==> src/rtl/sync_bank_pkg.sv <==
// Shared definitions for the sync_bank CDC input bank: legality limits,
// counter sizing and the per-channel output bundle.
package sync_bank_pkg;

   localparam int unsigned MinStages       = 2;
   localparam int unsigned MinFilterCycles = 1;

   // Level plus its one-cycle edge events, as produced by one channel
   typedef struct packed {
      logic level;
      logic rise;
      logic fall;
   } chan_out_t;

   // The counter must hold 0..FilterCycles-1; never narrower than one bit
   function automatic int unsigned cnt_width(int unsigned filter_cycles);
      int unsigned w;
      w = $clog2(filter_cycles + 1);
      return (w < 1) ? 1 : w;
   endfunction

endpackage

==> src/rtl/sync_bank_chan.sv <==
// One sync_bank channel: flop synchronizer, optional debounce filter and edge
// pulses. The filter is built only when COMMON_CELLS_SYNC_BANK_FILTER_EN is defined.
module sync_bank_chan
   import sync_bank_pkg::*;
#(
   parameter int unsigned Stages       = 2,
   parameter logic        ResetValue   = 1'b0,
   parameter int unsigned FilterCycles = 4
) (
   input  logic      clk_i,
   input  logic      rst_i,
   input  logic      serial_i,
   output chan_out_t chan_o
);

   if (Stages < MinStages) begin : gen_bad_stages
      $fatal(1, "sync_bank_chan: Stages must be at least 2");
   end
   if (FilterCycles < MinFilterCycles) begin : gen_bad_filter
      $fatal(1, "sync_bank_chan: FilterCycles must be at least 1");
   end

   (* async_reg = "true", dont_touch = "true" *) logic [Stages-1:0] sync_q;
   logic sync;
   logic filt_q;
   logic filt_d;

   always_ff @(posedge clk_i or posedge rst_i) begin
      if (rst_i) begin
         sync_q <= {Stages{ResetValue}};
      end else begin
         sync_q <= {sync_q[Stages-2:0], serial_i};
      end
   end

   assign sync = sync_q[Stages-1];

`ifdef COMMON_CELLS_SYNC_BANK_FILTER_EN
   localparam int unsigned CntW = cnt_width(FilterCycles);
   localparam logic [CntW-1:0] CntMax = CntW'(FilterCycles - 1);

   logic [CntW-1:0] cnt_q;

   // Any return to the accepted level discards the partial count
   always_ff @(posedge clk_i or posedge rst_i) begin
      if (rst_i) begin
         filt_q <= ResetValue;
         cnt_q  <= '0;
      end else if (sync == filt_q) begin
         cnt_q  <= '0;
      end else if (cnt_q == CntMax) begin
         filt_q <= sync;
         cnt_q  <= '0;
      end else begin
         cnt_q  <= cnt_q + 1'b1;
      end
   end
`else
   always_ff @(posedge clk_i or posedge rst_i) begin
      if (rst_i) begin
         filt_q <= ResetValue;
      end else begin
         filt_q <= sync;
      end
   end
`endif

   always_ff @(posedge clk_i or posedge rst_i) begin
      if (rst_i) begin
         filt_d <= ResetValue;
      end else begin
         filt_d <= filt_q;
      end
   end

   assign chan_o.level = filt_q;
   assign chan_o.rise  = filt_q & ~filt_d;
   assign chan_o.fall  = ~filt_q & filt_d;

endmodule

==> src/rtl/sync_bank.sv <==
// Multi-channel CDC input bank: Width independent sync_bank_chan instances.
// Debounce filtering is enabled by defining COMMON_CELLS_SYNC_BANK_FILTER_EN.
module sync_bank
   import sync_bank_pkg::*;
#(
   parameter int unsigned      Width        = 1,
   parameter int unsigned      Stages       = 2,
   parameter logic [Width-1:0] ResetValue   = '0,
   parameter int unsigned      FilterCycles = 4
) (
   input  logic             clk_i,
   input  logic             rst_i,
   input  logic [Width-1:0] serial_i,
   output logic [Width-1:0] serial_o,
   output logic [Width-1:0] rise_o,
   output logic [Width-1:0] fall_o
);

   for (genvar c = 0; c < Width; c++) begin : gen_chan
      chan_out_t chan_out;

      sync_bank_chan #(
         .Stages       (Stages),
         .ResetValue   (ResetValue[c]),
         .FilterCycles (FilterCycles)
      ) u_chan (
         .clk_i    (clk_i),
         .rst_i    (rst_i),
         .serial_i (serial_i[c]),
         .chan_o   (chan_out)
      );

      assign serial_o[c] = chan_out.level;
      assign rise_o[c]   = chan_out.rise;
      assign fall_o[c]   = chan_out.fall;
   end

endmodule
==> config.mk <==
export PLATFORM = sky130hd
export DESIGN_NAME = sync_bank
export DESIGN_NICKNAME = d
export VERILOG_FILES = /design/src/rtl/sync_bank_pkg.sv /design/src/rtl/sync_bank_chan.sv /design/src/rtl/sync_bank.sv
export SDC_FILE = /design/constraint.sdc
export NUM_CORES = 1
export LEC_CHECK = 0
export ABC_AREA = 1
export CAP_MARGIN = 30
export CORE_AREA = 2 2 39 41
export CTS_CLUSTER_DIAMETER = 30
export DETAILED_ROUTE_END_ITERATION = 8
export DIE_AREA = 0 0 41 43
export SYNTH_ARGS = -nofsm -noshare
export SYNTH_HDL_FRONTEND = slang
export SYNTH_HIERARCHICAL = 1
export SYNTH_SLANG_ARGS = --single-unit
==> constraint.sdc <==
create_clock -name clk_i -period 0.8 [get_ports clk_i]
set_input_delay 0.16 -clock clk_i [delete_from_list [all_inputs] [get_ports clk_i]]
set_output_delay 0.16 -clock clk_i [all_outputs]
set_load 0.01 [all_outputs]
## Word level (Yosys, flattened, before mapping)

Cells that the tools add are included.

- Register bits after elaboration: 4
- Input port bits: 3
- Output and inout bits: 3
- Word-level logic and storage cells: 7

- Bitwise gates (word level): 4

Operators with widths:

| kind | number |
|---|---|
| 1-bit bitwise AND | 2 |
| 1-bit inverter | 2 |

## Logic depth before layout (Yosys ltp)

- Depth in word-level cells: 2
- Mapped depth: 2
- Mapped depth without buffers: 2

## Worst setup path before layout

Ideal clock, no wire load.

- Path kind: register to output
- Start: register gen_chan[0].u_chan.filt_q
- End: output fall_o
- Data arrival time: 563 ps
- Required time: 640 ps
- Slack: 77 ps
- Stages on the path, launching flop included: 2
- Buffers on the path: 0
- Cell sequence: dfrtp_1 -> nor2_1

- Word-level cells in the longest chain between the ends: 2

Ends and longest elaborated chain:

| element | RTL line | text |
|---|---|---|
| start, declared | sync_bank_chan.sv:25 | `logic filt_q;` |
| start signal, assigned | sync_bank_chan.sv:61 | `filt_q <= ResetValue;` |
| start signal, assigned | sync_bank_chan.sv:63 | `filt_q <= sync;` |
| 1-bit inverter | sync_bank_chan.sv:78 | `assign chan_o.fall = ~filt_q & filt_d;` |
| 1-bit bitwise AND | sync_bank_chan.sv:78 |  |
| end, declared | sync_bank.sv:16 | `output logic [Width-1:0] fall_o` |

Every way passes these cells.

## Final worst setup path

- Start: register gen_chan[0].u_chan.filt_q
- End: output rise_o

- Word-level cells in the longest chain between the ends: 1

Ends and longest elaborated chain:

| element | RTL line | text |
|---|---|---|
| 1-bit bitwise AND | sync_bank_chan.sv:77 | `assign chan_o.rise = filt_q & ~filt_d;` |
| end, declared | sync_bank.sv:15 | `output logic [Width-1:0] rise_o,` |

Every way passes these cells.

==> flow_metrics.tcl <==
set metrics [dict create \
    status "finished with violations" \
    violations "negative setup slack" \
    fin_util_pct 14.2 \
    met2_usage_pct 3.13 \
    clock_latency_ps 230 \
    crit_chain "inv_1, nor2_1, buf_2" \
    path_buf_inv 2 \
    synth.distinct_cells 4 \
    antenna_found_initial 0 \
    fillCellCount 155 \
    maxCapViolCount 0 \
    wl_per_cell_um 5.30 \
    tightest_slew_ps 150 \
    die_w_um 41 \
    cp-end-kind "output pin" \
    tns_ps -516 \
    row_count 14 \
    clock_path_buffers 2 \
    htreeDepth 1 \
    combPwrFrac_pct 6.0 \
    yosys.area.top_type_share_pct 79.2 \
    syn_area_um2 126 \
    portBuffers 5 \
    core_area_mm2 0.00138 \
    use_met1_pct 1.96 \
    grtUsageTotal_pct 3.13 \
    relSlewSlack_pct 90.0 \
    synth_most_common_cell "dfrtp_1" \
    synth_cells 10 \
    max-vdd-ir-drop_v 0.00107 \
    finalCriticalPeriod_ps 1000 \
    rsz0062_at_grt "true" \
    ys_top_cells_by_area "dfrtp_1 79%, inv_1 8.9%, buf_4 5.9%" \
    grt_pass1_wl_um 289 \
    start_util_pct 9.13 \
    drt_first_pass_iters 2 \
    power_w 0.000487 \
    power_frac_seq_pct 44.8 \
    rr_startpoint "gen_chan[0].u_chan/filt_q$_DFF_PP0_" \
    critPathSlowestCell "dfrtp_1" \
    drt_drc_violations_left 0 \
    post_cts_buffers 0 \
    internal_power_w 0.000397 \
    drive_above_1_share_pct 35.3 \
    postRouteAntennaNets 0 \
    cts_tree "yes" \
    critPathMaxFanout 4 \
    powerDensity_mw_per_mm2 2480 \
    drt-total-wl_um 175 \
    synth_async_sr_flop_share_pct 100 \
    postCtsHoldBufs 0 \
    clockRootBuffer "clkbuf_4" \
    cpPeakStageDelay_ps 370 \
    cp_top_family "flip-flops" \
    synth_flop_cell "dfrtp_1" \
    p_sw_share_pct 18.5 \
    finalSetupViolCount 3 \
    synthToLayoutAreaGrowth_pct 55.4 \
    die_y_um 43 \
    fin_crit_sh_pct 125 \
    power.switching_w 0.0000902 \
    grt_use_met3_pct 6.28 \
    cts_sinks 4 \
    avgSynthCellArea_um2 12.6 \
    hp-class "in2async" \
    synth_seq_cells 4 \
    nets 22 \
    required_ps 640 \
    ys_top_cells_by_count "4 x dfrtp_1, 3 x inv_1, 2 x nor2_1" \
    cts-buffers-inserted 3 \
    setup_slack_ps -200 \
    fmax_mhz 1000 \
    crit_path_start "gen_chan[0].u_chan/filt_q$_DFF_PP0_" \
    startpoint_type "register" \
    skew_ps 0.734 \
    grt_pass1_vias 86 \
    dieArea_mm2 0.00176 \
    yosysWarnings 6 \
    synth-edff-count 0 \
    grt_max_degree 5 \
    p_leak_nw 0.102 \
    ys_seq_area_share_pct 79.2 \
    grt.overflow.total 0 \
    holdWs_ps 114 \
    drt_iter0_drc 1 \
    num_vias 80 \
    drv_slew 0 \
    clkPwrFrac_pct 49.2 \
    synth_top_area_cell "dfrtp_1" \
    vias_per_cell 2.42 \
    place_congestion 0.521 \
    syn_nets 13 \
    critPathArrivalTime_ps 840 \
    hold_viol_final 0 \
    clkSlewWorstSetupHoldPaths_ps 40 \
    io_pins 6 \
    top_usage_layer "met3" \
    diodes 0 \
    worstSetupPathType "reg2out" \
]
area by class of cell:
type	instances	area, um^2	share of cell area [%]
Inverter	3	11.3	5.73
Multi-Input combinational cell	2	7.51	3.82
Sequential cell	4	100	51.0
Tap cell	16	20.0	10.2
Clock buffer	3	22.5	11.5
Timing Repair Buffer	5	35.0	17.8
layout by cell type (no fill, tap or decap):
cell	n
buf_2	3
clkbuf_4	3
clkdlybuf4s50_1	2
dfrtp_1	4
inv_1	3
nor2_1	2
metrics by stage:
| stage | cell area [um^2] | cells | setup slack [ps] |
|---|---|---|---|
| 2_1_floorplan | 126 | 10 | 77.0 |
| 3_5_place_dp | 189 | 30 | -386 |
| 6_report | 196 | 33 | -200 |
| 3_3_place_gp | 189 | 30 | -377 |
| 5_1_grt | 196 | 33 | -279 |
| 4_1_cts | 196 | 33 | -224 |
kinds of logic (layout without fill, tap and decap cells):
logic type | after synthesis | count (layout) | synth area share [%]
flip-flops | 4 | 4 | 79.2
AND/OR/NAND/NOR | 2 | 2 | 5.94
buffers and inverters | 4 | 11 | 14.9
worst paths after layout:
check	slack [ps]	cells past startpoint	to
setup / recovery	-200	3	rise_o
setup reg to reg	280	0	gen_chan[0].u_chan/filt_d$_DFF_PP0_
hold reg to reg	340	0	gen_chan[0].u_chan/filt_q$_DFF_PP0_
min in group clk_i	340	0	gen_chan[0].u_chan/filt_q$_DFF_PP0_
hold / removal	110	2	gen_chan[0].u_chan/filt_d$_DFF_PP0_
max in group asynchronous	540	2	gen_chan[0].u_chan/sync_q[0]$_DFF_PP0_
state kept, by name, indices dropped and copies added, names as in the netlist:
name / count
gen_chan.u_chan/filt_d: 1
gen_chan.u_chan/sync_q: 2
gen_chan.u_chan/filt_q: 1
metal layers:
metal | up-vias | wire (um)
li1 | 41 | -
met1 | 33 | 86
met2 | 6 | 52
met3 | 0 | 36
met4 | 0 | 0
met5 | - | 0
power groups by stage:
stage	clock network, W	registers (W)	logic, W
after floorplan	0	0.000220	0.0000153
after global placement	0	0.000220	0.0000365
after detailed placement	0	0.000221	0.0000372
after CTS	0.000259	0.000218	0.0000298
after global routing	0.000281	0.000219	0.0000329
final	0.000239	0.000218	0.0000290
timing repair:
item                                    4_1_cts  5_1_grt
endpoints found under the setup margin        3        3
gates resized for setup                      12        0
endpoints found under the hold margin         0        0
pin swaps                                     0        1
Power figures use the tool's default switching activity.
